## config.mk

```make
export PLATFORM = sky130hd
export DESIGN_NAME = frac_logic_ccff_loader
export DESIGN_NICKNAME = d
export VERILOG_FILES = /design/src/rtl/frac_logic_cfg_pkg.sv /design/src/rtl/frac_logic_ccff_serializer.sv /design/src/rtl/frac_logic_ccff_loader.sv
export SDC_FILE = /design/constraint.sdc
export NUM_CORES = 1
export LEC_CHECK = 0
export CAP_MARGIN = 20
export CELL_PAD_IN_SITES_DETAIL_PLACEMENT = 1
export CELL_PAD_IN_SITES_GLOBAL_PLACEMENT = 1
export CORE_MARGIN = 3
export CORE_UTILIZATION = 37
export DETAILED_ROUTE_END_ITERATION = 8
export PLACE_DENSITY_LB_ADDON = 0.12
export SKIP_CTS_REPAIR_TIMING = 1
export SYNTH_ARGS = -nofsm -noshare
export SYNTH_HDL_FRONTEND = slang
export SYNTH_SLANG_ARGS = --single-unit
```

## constraint.sdc

```tcl
create_clock -name i_prog_clk -period 1.8 [get_ports i_prog_clk]
set_input_delay 0.36 -clock i_prog_clk [delete_from_list [all_inputs] [get_ports i_prog_clk]]
set_output_delay 0.36 -clock i_prog_clk [all_outputs]
set_load 0.05 [all_outputs]
```

## src/rtl/frac_logic_cfg_pkg.sv

```systemverilog
// Shared types and constants for the frac_logic configuration-chain loader.
package frac_logic_cfg_pkg;

    localparam int unsigned FRAC_LOGIC_CHAIN_LEN = 20;
    localparam int unsigned FRAC_LOGIC_WORD_W    = 8;

    typedef enum logic [2:0] {
        StIdle,
        StLoad,
        StShift,
        StVerify,
        StDone
    } ccff_state_e;

    function automatic int unsigned min_u(input int unsigned a, input int unsigned b);
        return (a < b) ? a : b;
    endfunction

endpackage

```

## src/rtl/frac_logic_ccff_serializer.sv

```systemverilog
// Word shift register, per-word beat counter and the ccff_head output register.
module frac_logic_ccff_serializer
    import frac_logic_cfg_pkg::*;
#(
    parameter int unsigned WORD_W = FRAC_LOGIC_WORD_W,
    parameter int unsigned BEAT_W = 4
) (
    input  logic              i_clk,
    input  logic              i_rst,
    input  logic              i_load,
    input  logic [WORD_W-1:0] i_data,
    input  logic [BEAT_W-1:0] i_beat_init,
    input  logic              i_shift,
    input  logic              i_rot,
    input  logic              i_tail,
    output logic              o_head,
    output logic              o_beat_last
);

    logic [WORD_W-1:0] r_sreg;
    logic [BEAT_W-1:0] r_beat;
    logic              r_head;

    assign o_beat_last = (r_beat == BEAT_W'(1));
    assign o_head      = i_rot ? i_tail : r_head;

    // Head is preloaded with bit 0 on accept, so it is valid on the first shift cycle;
    // it is not advanced past the last bit of a beat, so it holds across stalls.
    always_ff @(posedge i_clk or posedge i_rst) begin
        if (i_rst) begin
            r_sreg <= '0;
            r_beat <= '0;
            r_head <= 1'b0;
        end else if (i_load) begin
            r_sreg <= {1'b0, i_data[WORD_W-1:1]};
            r_head <= i_data[0];
            r_beat <= i_beat_init;
        end else if (i_shift) begin
            r_beat <= r_beat - BEAT_W'(1);
            if (!o_beat_last) begin
                r_head <= r_sreg[0];
                r_sreg <= {1'b0, r_sreg[WORD_W-1:1]};
            end
        end
    end

endmodule

```

## src/rtl/frac_logic_ccff_loader.sv

```systemverilog
// Programs one frac_logic tile configuration chain from a word stream.
// Optional chain read-back verify: FRAC_LOGIC_CCFF_VERIFY_EN.
module frac_logic_ccff_loader
    import frac_logic_cfg_pkg::*;
#(
    parameter int unsigned CHAIN_LEN = FRAC_LOGIC_CHAIN_LEN,
    parameter int unsigned WORD_W    = FRAC_LOGIC_WORD_W
) (
    input  logic              i_prog_clk,
    input  logic              i_preset,
    input  logic              i_start,
    input  logic              i_word_valid,
    input  logic [WORD_W-1:0] i_word_data,
    output logic              o_word_ready,
    output logic              o_ccff_head,
    input  logic              i_ccff_tail,
    output logic              o_config_enable,
    output logic              o_busy,
    output logic              o_done,
    output logic              o_err
);

    localparam int unsigned BIT_W  = $clog2(CHAIN_LEN + 1);
    localparam int unsigned BEAT_W = $clog2(WORD_W + 1);

    ccff_state_e      r_state;
    logic             r_word_ready;
    logic             r_config_enable;
    logic             r_busy;
    logic             r_done;
    logic [BIT_W-1:0] r_bit_cnt;

    logic              w_accept;
    logic              w_shift;
    logic              w_rot;
    logic              w_last_bit;
    logic              w_beat_last;
    logic              w_head;
    logic [BEAT_W-1:0] w_beat_init;

    assign w_accept    = r_word_ready && i_word_valid;
    assign w_shift     = (r_state == StShift);
    assign w_rot       = (r_state == StVerify);
    assign w_last_bit  = (r_bit_cnt == BIT_W'(CHAIN_LEN - 1));
    // Final word is truncated to the bits the chain still needs.
    assign w_beat_init = BEAT_W'(min_u(WORD_W, CHAIN_LEN - 32'(r_bit_cnt)));

    frac_logic_ccff_serializer #(
        .WORD_W (WORD_W),
        .BEAT_W (BEAT_W)
    ) u_serializer (
        .i_clk       (i_prog_clk),
        .i_rst       (i_preset),
        .i_load      (w_accept),
        .i_data      (i_word_data),
        .i_beat_init (w_beat_init),
        .i_shift     (w_shift),
        .i_rot       (w_rot),
        .i_tail      (i_ccff_tail),
        .o_head      (w_head),
        .o_beat_last (w_beat_last)
    );

    always_ff @(posedge i_prog_clk or posedge i_preset) begin
        if (i_preset) begin
            r_state         <= StIdle;
            r_word_ready    <= 1'b0;
            r_config_enable <= 1'b0;
            r_busy          <= 1'b0;
            r_done          <= 1'b0;
            r_bit_cnt       <= '0;
        end else begin
            r_done <= 1'b0;
            case (r_state)
                StIdle: begin
                    if (i_start) begin
                        r_state      <= StLoad;
                        r_word_ready <= 1'b1;
                        r_busy       <= 1'b1;
                        r_bit_cnt    <= '0;
                    end
                end
                StLoad: begin
                    if (i_word_valid) begin
                        r_state         <= StShift;
                        r_word_ready    <= 1'b0;
                        r_config_enable <= 1'b1;
                    end
                end
                StShift: begin
                    r_bit_cnt <= r_bit_cnt + BIT_W'(1);
                    if (w_beat_last) begin
                        if (w_last_bit) begin
`ifdef FRAC_LOGIC_CCFF_VERIFY_EN
                            r_state   <= StVerify;
                            r_bit_cnt <= '0;
`else
                            r_state         <= StDone;
                            r_done          <= 1'b1;
                            r_config_enable <= 1'b0;
`endif
                        end else begin
                            r_state         <= StLoad;
                            r_word_ready    <= 1'b1;
                            r_config_enable <= 1'b0;
                        end
                    end
                end
                StVerify: begin
                    r_bit_cnt <= r_bit_cnt + BIT_W'(1);
                    if (w_last_bit) begin
                        r_state         <= StDone;
                        r_done          <= 1'b1;
                        r_config_enable <= 1'b0;
                    end
                end
                StDone: begin
                    r_state <= StIdle;
                    r_busy  <= 1'b0;
                end
                default: r_state <= StIdle;
            endcase
        end
    end

`ifdef FRAC_LOGIC_CCFF_VERIFY_EN
    logic [CHAIN_LEN-1:0] r_shadow;
    logic                 r_err;

    // Shadow mirrors the chain; rotating it during verify keeps the oldest bit at the MSB.
    always_ff @(posedge i_prog_clk or posedge i_preset) begin
        if (i_preset) begin
            r_shadow <= '0;
            r_err    <= 1'b0;
        end else if ((r_state == StIdle) && i_start) begin
            r_shadow <= '0;
            r_err    <= 1'b0;
        end else if (w_shift) begin
            r_shadow <= {r_shadow[CHAIN_LEN-2:0], w_head};
        end else if (w_rot) begin
            r_shadow <= {r_shadow[CHAIN_LEN-2:0], r_shadow[CHAIN_LEN-1]};
            if (i_ccff_tail != r_shadow[CHAIN_LEN-1]) begin
                r_err <= 1'b1;
            end
        end
    end

    assign o_err = r_err;
`else
    assign o_err = 1'b0;
`endif

    assign o_word_ready    = r_word_ready;
    assign o_ccff_head     = w_head;
    assign o_config_enable = r_config_enable;
    assign o_busy          = r_busy;
    assign o_done          = r_done;

endmodule

```

* Word-level counts from Yosys, hierarchy flattened
Cells that the tools add are included.
** Word-level totals
- Bits of input ports :: 13
- Output and inout port bits :: 6
- Bits in registers :: 25
- Word-level logic and storage cells :: 70
** Cells by class
- $lt $le $gt $ge :: 1
- Reductions and logical operators :: 14
- Multiplexer cells :: 31
- Equal/unequal tests :: 12
- Add/subtract/negate cells :: 3
** Operators by type and width (number)
- $lt A4 B32 Y1 const A :: 1
- $mux W8 :: 3
- $mux W3 :: 5
- $mux W1 :: 13
- $mux W4 :: 3
- $pmux W3 S4 :: 1
- $ne A2 B2 Y1 const B :: 5
- $pmux W5 S2 :: 1
- $reduce_and A4 Y1 :: 2
- $eq A3 B2 Y1 const B :: 2
- $pmux W1 S3 :: 2
- $reduce_and A2 Y1 :: 3
- $reduce_bool A2 Y1 :: 3
- $reduce_bool A3 Y1 :: 2
- $sub A5 B5 Y6 const A :: 1
- $add A5 B1 Y5 const B :: 1
- $eq A5 B5 Y1 const B :: 1
- $mux W5 :: 1
- $reduce_and A5 Y1 :: 1
- $eq A4 B1 Y1 const B :: 1
- $pmux W1 S2 :: 2
- $sub A4 B1 Y4 const B :: 1
- $eq A3 B1 Y1 const B :: 1
- $eq A3 B3 Y1 const B :: 1
- 4 further kinds :: 4

* Logic depth before layout (Yosys ltp)
- Depth in word-level cells :: 4
- Depth in mapped cells :: 8
- Gate-level depth less buffers :: 6

* Cells and area by module
A second synthesis with hierarchy kept.
** Second synthesis, totals
- Cell total of the unflattened synthesis :: 161
- Area, all modules :: 1476.4 sq um
** By module, submodules not included
- frac_logic_ccff_loader :: times used 1, seq. area each 300.3 sq um, area each 809.5 sq um, cells an instance 91
- frac_logic_ccff_serializer :: times used 1, seq. area each 300.3 sq um, area each 666.9 sq um, cells an instance 70

* Worst setup path after synthesis
Ideal clock, no wire load.
- Kind :: register to register
- Start point :: register r_bit_cnt[0]
- End point :: register u_serializer.r_beat[1]
- Library setup time :: 0.101 ns
- Setup slack :: 0.125 ns
- Stages on the path, launching flop included :: 7
- Required time :: 1.699 ns
- Arrival :: 1.575 ns
- Clock period less this slack :: 1.675 ns
- Buffers on the path :: 0
- Cells stage by stage :: dfrtp_1 > inv_1 > ha_1 > or3b_1 > a21oi_1 > o21ai_0 > o32ai_1
** On the way
- Longest elaborated chain between the ends :: 4
** RTL lines
- from (decl) :: RTL line frac_logic_ccff_loader.sv:31 : logic [BIT_W-1:0] r_bit_cnt;
- from (signal assigned) :: RTL line frac_logic_ccff_loader.sv:91 : r_bit_cnt <= r_bit_cnt + BIT_W'(1);
- from (signal assigned) :: RTL line frac_logic_ccff_loader.sv:110 : r_bit_cnt <= r_bit_cnt + BIT_W'(1);
- $sub A5 B5 Y6 * :: RTL line frac_logic_ccff_loader.sv:46 : assign w_beat_init = BEAT_W'(min_u(WORD_W, CHAIN_LEN - 32'(r_bit_cnt)));
- $lt A4 B32 Y1 :: RTL line frac_logic_cfg_pkg.sv:16 : return (a < b) ? a : b;
- $mux W4 * :: RTL line frac_logic_cfg_pkg.sv:16
- $mux W4 * :: RTL line frac_logic_ccff_serializer.sv:34 : end else if (i_load) begin
- to (signal assigned) :: RTL line frac_logic_ccff_serializer.sv:37 : r_beat <= i_beat_init;
- to (signal assigned) :: RTL line frac_logic_ccff_serializer.sv:39 : r_beat <= r_beat - BEAT_W'(1);
- to (decl) :: RTL line frac_logic_ccff_serializer.sv:21 : logic [BEAT_W-1:0] r_beat;
Mark *: on every way between the ends. The rest lies on a longest branch, timed or not.
A chain may end at the register's enable or synchronous reset.

* Final worst setup path
- Start point :: register r_state[2]
- End point :: output port o_ccff_head
** On the way
- Longest elaborated chain between the ends :: 2
** RTL lines
- from (decl) :: RTL line frac_logic_ccff_loader.sv:26 : ccff_state_e r_state;
- from (signal assigned) :: RTL line frac_logic_ccff_loader.sv:66 : r_state <= StIdle;
- from (signal assigned) :: RTL line frac_logic_ccff_loader.sv:77 : r_state <= StLoad;
- from (signal assigned) :: RTL line frac_logic_ccff_loader.sv:85 : r_state <= StShift;
- $eq A3 B2 Y1 :: RTL line frac_logic_ccff_loader.sv:43 : assign w_rot = (r_state == StVerify);
- $mux W1 :: RTL line frac_logic_ccff_serializer.sv:25 : assign o_head = i_rot ? i_tail : r_head;
- to (decl) :: RTL line frac_logic_ccff_loader.sv:15 : output logic o_ccff_head,
Every way passes these cells.

==> run metrics <==
io pins 19; Overall Power 2.95 mW; commonest non-fill, non-tap cell in the layout dfrtp_1; Post-Syn Area 1390 um^2; drt pass-1 iters 4; die area 4530 um^2; initial antenna violation count 0; Post-Syn Nets 166; CP endpoint kind output pin; proportion of netlist area held by the largest area contributor 0.432; CTS tree done; register area 603 um^2; most frequent cells in the layout dfrtp_1, nand2_1, buf_4; R2R setup slack 0.12 ns; WP data required 1.44 ns; Post-Place Cells 211; pwr/cell area 1690 nW/um^2; top post-synthesis cells by area dfrtp_1, nand2_1, mux2i_1; grt total ovfl 0; Final Max Slew Viols 0; Final setup viols 0; YS warnings 0; Synth Flop Type dfrtp_1; post-route DRC violation count 0; Yosys top cell by area dfrtp_1; root buf cell clkbuf_8; DIE HEIGHT 67.3 um; Initial Utilization 0.401; outcome completed; fraction of the cycle the final worst path needs 0.963; worst r2r src r_bit_cnt[0]$_DFFE_PP0P_; Antenna Nets Post-Route 0; Clock Path Buffers 2; FMAX 577 MHz; flops & latches, synth 24; fin crit period 1.73 ns; Worst Hold Class input pin to async pin; share of cells above drive strength 1 0.185; Worst Path Buf+Inv 1; clock-pin slew on the worst setup and hold paths 0.09 ns; clock sinks 24; average cell area after synthesis 9.39 um^2; critical-path maximum fanout 3; Synth cell types 39; VDD IR max 0.000561 V; post-synthesis cell count 148; Via density 5.20; CTS buffer count 3; CP max stage cell dfrtp_2; DR vias 1138; CP Launch Point r_state[2]$_DFFE_PP0P_; final WL 3180 um; WP data arrival 1.37 ns; DP Wirelength 2460 um; NumNets Final 192; classification of the worst setup path register to output pin; antenna cell count 0; P&R area growth vs syn 25.5%; CP Launch Type register; routed len/inst 14.5 um; wire length on met3 54 um; met1 wire length 1500 um; area occupied by multi-input gates 718 um^2; LEAKAGE 0.745 nW; vias in the first global route 1204; reg2reg path depth 6; metal2 WL 1580 um; row count 21; routability cong. 0.797; H-tree lvl count 1; post-route insts no fill 219; Final Skew 0.00360 ns; maxcap violations 0; worst path cell trace nor2b_4 -> nand2_2 -> mux2_4 -> buf_12; clk_lat worst skew 0.26 ns; worst slack, placed 0.0134 ns; Final WS setup 0.0668 ns; RSZ-0062 raised after global routing no; number of port buffers 17; chip width 67.3 um; Post-synth EDFFs 0; Synth async-reset ratio 1.00; CP top delay family flip-flops; initial detailed-routing violation count 19; Core ar. 3470 um^2; top sig layer met4; post-synthesis sequential area ratio 0.432; CP peak stage delay 0.44 ns; largest net degree at the start of global routing 25; Final Hold Fails 0; # fillers 409; Global Route Usage Sum 0.155; first-pass GRT wire length 5400 um; Critical Path Stages 4
==> metrics by stage <==
stage	hold WS, ns	utilization	setup TNS (ns)	instance area (um^2)
finish	0.446	0.503	0	1740
global route	0.484	0.503	0	1740
CTS	0.462	0.487	-0.0646	1690
detailed placement	0.536	0.466	0	1620
global placement	0.506	0.466	0	1620
floorplan	0.375	-	0	1390
==> cells by family after synthesis <==
family                   count (synthesis)  share of synthesized area
AO/OA/AOI/OAI                           39                      0.173
buffers and inverters                   16                     0.0675
multiplexers                             8                     0.0585
adder cells (fa/ha/maj)                  5                     0.0450
flip-flops                              24                      0.432
XOR/XNOR                                 6                     0.0378
AND/OR/NAND/NOR                         49                      0.184
other                                    1                    0.00270
==> cells in the mapped netlist, types with 3 or more instances <==
| cell | n |
|---|---|
| dfrtp_1 | 24 |
| nand2_1 | 21 |
| o21ai_0 | 14 |
| nor2_1 | 8 |
| inv_1 | 7 |
| mux2i_1 | 7 |
| a21oi_1 | 6 |
| and2_1 | 5 |
| ha_1 | 5 |
| nor2b_1 | 4 |
| o21ai_1 | 4 |
| xor2_1 | 4 |
| buf_2 | 3 |
| o31ai_1 | 3 |
==> power breakdown <==
group	total [mW]	internal [mW]	switching, mW
sequential	0.964	0.774	0.190
combinational	1.51	0.683	0.831
clock	0.471	0.297	0.174
total	2.95	1.75	1.20
==> path summary, 6_finish.rpt <==
check / endpoint
min in group i_prog_clk: o_config_enable$_DFFE_PP0P_
max reg2reg: o_word_ready$_DFFE_PP0P_
min reg2reg: o_config_enable$_DFFE_PP0P_
max: o_ccff_head
min: u_serializer.r_sreg[5]$_DFFE_PP0P_
max in group asynchronous: r_state[1]$_DFFE_PP0P_
==> state kept, by name, summed over array words and instances, names as in the netlist, 3 cells and up <==
signal               cells
r_bit_cnt                5
r_state                  3
u_serializer.r_beat      4
u_serializer.r_sreg      7
==> metal layers <==
layer  global-route usage  vias to the layer above
li1                     -                      558
met1                0.202                      565
met2                0.265                       11
met3               0.0200                        4
met4               0.0506                        0
met5                    0                        -
==> tightest hold or removal path: stages <==
cell and delay, ns:
clkdlybuf4s50_1 0.40, inv_1 0.05, buf_4 0.30
==> final cells by class <==
| class | instances | area share |
|---|---|---|
| clock buffers | 3 | 0.0237 |
| multi-input cells | 108 | 0.412 |
| flip-flops and latches | 24 | 0.346 |
| repair buffers | 30 | 0.154 |
| inverters | 7 | 0.0151 |
| clock inverters | 1 | 0.0172 |
| well taps | 46 | 0.0330 |
No activity file was read; power rests on OpenSTA's default activity.
